<file path="src/rtl/sparc_ifu_sscan_ser.sv">
// sparc_ifu_sscan_ser: serializes a frozen IFU shadow-scan snapshot (plus even parity) onto sscan_so
module sparc_ifu_sscan_ser #(
  parameter int WIDTH  = 94,
  parameter int PAR_EN = 1
) (
  input  logic             rclk,
  input  logic             rst_l,
  input  logic             snap_vld,
  input  logic [WIDTH-1:0] snap_data,
  input  logic             shift_en,
  input  logic             clr_drop,
  output logic             sscan_so,
  output logic             busy,
  output logic             frame_done,
  output logic             snap_drop
);
  localparam int FLEN = WIDTH + ((PAR_EN != 0) ? 1 : 0);
  localparam int CW   = $clog2(FLEN);
  typedef enum logic {IDLE, SHIFT} state_t;
  state_t          state_q, state_d;
  logic [FLEN-1:0] shreg_q, shreg_d;
  logic [CW-1:0]   cnt_q, cnt_d;
  logic            so_q, so_d, done_q, done_d, drop_q, drop_d;
  logic            load, shift, last;
  // next-state: load on an idle request, shift on enable, leave after the final frame bit
  always_comb begin
    load    = (state_q == IDLE) && snap_vld;
    shift   = (state_q == SHIFT) && shift_en;
    last    = shift && (cnt_q == CW'(FLEN - 1));
    state_d = load ? SHIFT : last ? IDLE : state_q;
    shreg_d = load ? FLEN'({(PAR_EN != 0) && (^snap_data), snap_data}) : shift ? shreg_q >> 1 : shreg_q;
    cnt_d   = (load || last) ? '0 : shift ? cnt_q + CW'(1) : cnt_q;
    so_d    = (state_d == SHIFT) && shreg_d[0];
    done_d  = last;
    drop_d  = (snap_vld && (state_q == SHIFT)) || (drop_q && !clr_drop);
  end
  // state and registered outputs; reset abandons any frame in flight
  always_ff @(posedge rclk) begin
    if (!rst_l) begin
      state_q <= IDLE;
      shreg_q <= '0;
      cnt_q   <= '0;
      so_q    <= 1'b0;
      done_q  <= 1'b0;
      drop_q  <= 1'b0;
    end else begin
      state_q <= state_d;
      shreg_q <= shreg_d;
      cnt_q   <= cnt_d;
      so_q    <= so_d;
      done_q  <= done_d;
      drop_q  <= drop_d;
    end
  end
  assign sscan_so   = so_q;
  assign busy       = (state_q == SHIFT);
  assign frame_done = done_q;
  assign snap_drop  = drop_q;
endmodule

</file>
<file path="config.mk">
export PLATFORM = sky130hd
export DESIGN_NAME = sparc_ifu_sscan_ser
export DESIGN_NICKNAME = d
export VERILOG_FILES = /design/src/rtl/sparc_ifu_sscan_ser.sv
export SDC_FILE = /design/constraint.sdc
export NUM_CORES = 1
export LEC_CHECK = 0
export CAP_MARGIN = 0
export CORE_MARGIN = 4
export CORE_UTILIZATION = 35
export DETAILED_ROUTE_END_ITERATION = 8
export PLACE_DENSITY = 0.72
export SLEW_MARGIN = 5
export SYNTH_ARGS = -nofsm -noshare
export SYNTH_HDL_FRONTEND = slang
export SYNTH_SLANG_ARGS = --single-unit
</file>
<file path="constraint.sdc">
create_clock -name rclk -period 1.9 [get_ports rclk]
set_clock_uncertainty 0.2 [all_clocks]
set_input_delay 0.19 -clock rclk [delete_from_list [all_inputs] [get_ports rclk]]
set_output_delay 0.19 -clock rclk [all_outputs]
set_load 0.02 [all_outputs]
</file>
==> out/results.tsv <==
metric	value	unit
WL/cell	15.1	um
status	complete, but fails checks	
Hold Crit Class	input pin to flip-flop	
Rows	42	
max-slew violations	0	
Iter 0 DRT Violations	376	
headroom to the max-slew limit	80.0	%
max_cap viols	0	
io pins	103	
CP max stage cell	clkdlybuf4s50_1	
Setup Buffers After CTS	0	
core area	13500	sq um
Synth Register Bits	106	
Pwr per Cell Area	892	nW/um^2
Peak VDD IR	519	uV
GRT Resource Usage Total	16.5	%
FILL cells	1288	
share of layout cells above drive strength 1	13.1	%
routed vias	4466	
final-report setup violation count	1	
Root Buffer	clkbuf_16	
Synth area leaders	dfxtp_1 (43%), xnor2_1 (15%), a22oi_1 (14%)	
RSZ-0062 raised after global routing	yes	
Top cell by count, worst path	xnor2_1	
PortBufs	102	
fmax	525	MHz
count leader, synth	dfxtp_1	
Vias/cell	5.16	
Bufs on Longest Clock Path	2	
CP required	1980	ps
critical path peak fanout	2	
crit path buf inv count	2	
htree depth	3	
min cycle time layout	1900	ps
Distinct cells, synth	22	
Hold Vio Cnt, Final	0	
first-pass GRT wire length	21900	um
FF-to-FF path depth	7	
clk_lat worst skew	350	ps
Die H	126	um
CP cell instances	clkdlybuf4s50_1 -> xor2_1 -> xnor2_1 -> buf_4 -> xnor2_2 -> xnor2_1 -> xnor3_1 -> a21oi_1	
area share of the largest cell type after synthesis	43.4	%
post-synth top area cell	dfxtp_1	
number of synthesized flops with an enable pin	0	
ys async rst share	0	%
hold depth	3	
CP delay by family, top	XOR/XNOR gates	
initial antenna violation count	3	
TritonCTS clock tree	yes	
Worst Hold End	shreg_q[38]$_SDFFE_PN0P_	
post-synthesis sequential area ratio	43.4	%
Reg2Reg Capture Point	cnt_q[1]$_SDFFE_PP0N_	
Clock Pin Slew Worst Setup and Hold Paths	70	ps
Worst EP arrival	1980	ps
Placer Congestion	0.794	
Syn Inst Count	567	
Synth top cells by count	dfxtp_1 (106), nand2_1 (96), a21oi_1 (95)	
largest net degree at the start of global routing	55	
Main synth FF type	dfxtp_1	
R2R Path Start	cnt_q[0]$_SDFFE_PP0N_	
HP Start	snap_data[38]	
Crit path largest cell delay	520	ps
Reg2Reg Setup Slack	190	ps
Pleak	2.61	nW
final setup TNS	-4.69	ps
CP Class	input pin to flip-flop	
die area	15900	sq um
Syn. warnings	0	
drc violations	0	
final worst slack	-4.69	ps
Hold-fix buffers, CTS	0	
cts bufs inserted	9	
clk sinks	106	
WL final	13100	um
Mean Syn Cell Area	8.62	sq um
Slew @ Worst Pin	299	ps
grt total ovfl	0	
violated checks	negative setup slack	
CP Capture Type	flip-flop	
Final HPWL DP	9290	um
Hold WS	1.42	ps
period utilisation layout	100	%
synth-to-layout area growth	40.2	%
Die Width	126	um
Detail Route Antenna Nets	0	
vias in the first global route	4531	
Mapped Area	4890	sq um
Startpoint Class	input pin	
Synthesized Nets	668	
nets	784	
Initial Util	36.3	%
drt pass-1 iters	7	
[worst register-to-register path: stages (launching register included)]
cell and delay [ps]:
dfxtp_1 390, inv_1 60, ha_1 200, nand3b_1 80, nor2_1 40, nand3_1 120, nand3_1 240, a211oi_1 290
[cell families (layout without fill, tap and decap cells)]
group | after synthesis | in the layout | share of synthesized area, %
DFF | 106 | 106 | 43.4
buffers and inverters | 45 | 166 | 3.46
adders and majority gates | 2 | 2 | 0.512
muxes | 1 | 1 | 0.205
other | 0 | 2 | 0
xor gates and xnor gates | 98 | 98 | 17.8
and+or+nand+nor | 123 | 123 | 10.0
AOI/OAI and AO/OA | 192 | 192 | 24.5
[state kept, by name (all words and copies together), names as in the netlist]
signal and count:
busy 1, cnt_q 7, frame_done 1, shreg_q 95
snap_drop 1, sscan_so 1
[placed cells by master, fill, tap and decap left out]
cell type | netlist | final
mux2i_1 | 1 | 1
buf_12 | 0 | 6
nor2_4 | 0 | 1
a22oi_1 | 93 | 93
inv_1 | 1 | 1
a21oi_1 | 95 | 95
nor2b_1 | 3 | 2
nor2_1 | 14 | 13
nand3_1 | 4 | 4
inv_6 | 0 | 1
dlymetal6s2s_1 | 0 | 4
dfxtp_1 | 106 | 106
buf_4 | 0 | 40
clkbuf_8 | 0 | 1
clkdlybuf4s50_1 | 0 | 31
xnor2_2 | 0 | 23
xor2_1 | 14 | 12
nand2_1 | 96 | 96
xnor3_1 | 1 | 1
a211oi_1 | 2 | 2
clkbuf_16 | 0 | 9
clkinvlp_4 | 0 | 1
diode_2 | 0 | 2
xnor2_1 | 83 | 60
and2_4 | 0 | 1
clkinv_4 | 0 | 1
nand2b_1 | 2 | 2
o21ai_0 | 2 | 2
ha_1 | 2 | 2
dlygate4sd2_1 | 0 | 67
inv_2 | 0 | 1
nand3b_1 | 1 | 1
xor2_2 | 0 | 2
clkbuf_1 | 38 | 1
bufinv_16 | 0 | 2
nor2b_4 | 0 | 1
nand4_1 | 2 | 2
[power breakdown]
part           switching [W]  leakage [nW]  internal (W)  total (W)
Combinational       0.000727          1.59      0.000906    0.00163
Sequential         0.0000747         0.869       0.00236    0.00243
Clock               0.000845         0.156       0.00120    0.00204
Total                0.00165          2.61       0.00447    0.00611
[final cells by class]
class | instances | area, sq um | area share (%)
antenna | 2 | 5.00 | 0.0730
clock buffer | 11 | 243 | 3.54
clock inverter | 5 | 85.1 | 1.24
inverter | 2 | 7.51 | 0.110
multi-input combinational | 416 | 2800 | 40.9
sequential | 106 | 2120 | 31.0
tap | 176 | 220 | 3.21
timing repair buffer | 148 | 1370 | 20.0
[repair_timing]
action / in CTS / in global routing
pin swaps: 65 / 8
gates resized for setup: 91 / 5
setup endpoints to repair: 1 / 2
[metal layers]
layer,track usage (%),vias to the layer above,wire length [um]
li1,-,2208,-
met1,21.1,2107,5750
met2,27.7,131,6450
met3,3.81,18,654
met4,5.30,2,223
met5,0,-,13
[metrics by stage]
stage	total power (W)	area [sq um]	instances	utilization (%)	setup slack (ps)
floorplan	0.00345	4890	567	-	15.4
global placement	0.00404	6400	848	47.6	-852
detailed placement	0.00406	6400	848	47.6	-827
CTS	0.00618	6830	864	50.8	0.176
global route	0.00643	6850	866	50.9	-96.3
finish	0.00611	6850	866	50.9	-4.69
[worst max-delay path by stage]
stage                     slack, ps            start  cells past startpoint                  endpoint
after floorplan                  20  busy$_SDFF_PN0_                      6  shreg_q[41]$_SDFFE_PN0P_
after global routing           -100    snap_data[35]                      9  shreg_q[94]$_SDFFE_PN0P_
after detailed placement       -830    snap_data[83]                      9  shreg_q[94]$_SDFFE_PN0P_
after CTS                       0.2    snap_data[27]                      9  shreg_q[94]$_SDFFE_PN0P_
after global placement         -850    snap_data[83]                      9  shreg_q[94]$_SDFFE_PN0P_
final                            -5    snap_data[80]                      8  shreg_q[94]$_SDFFE_PN0P_
Power figures use the tool's default switching activity.
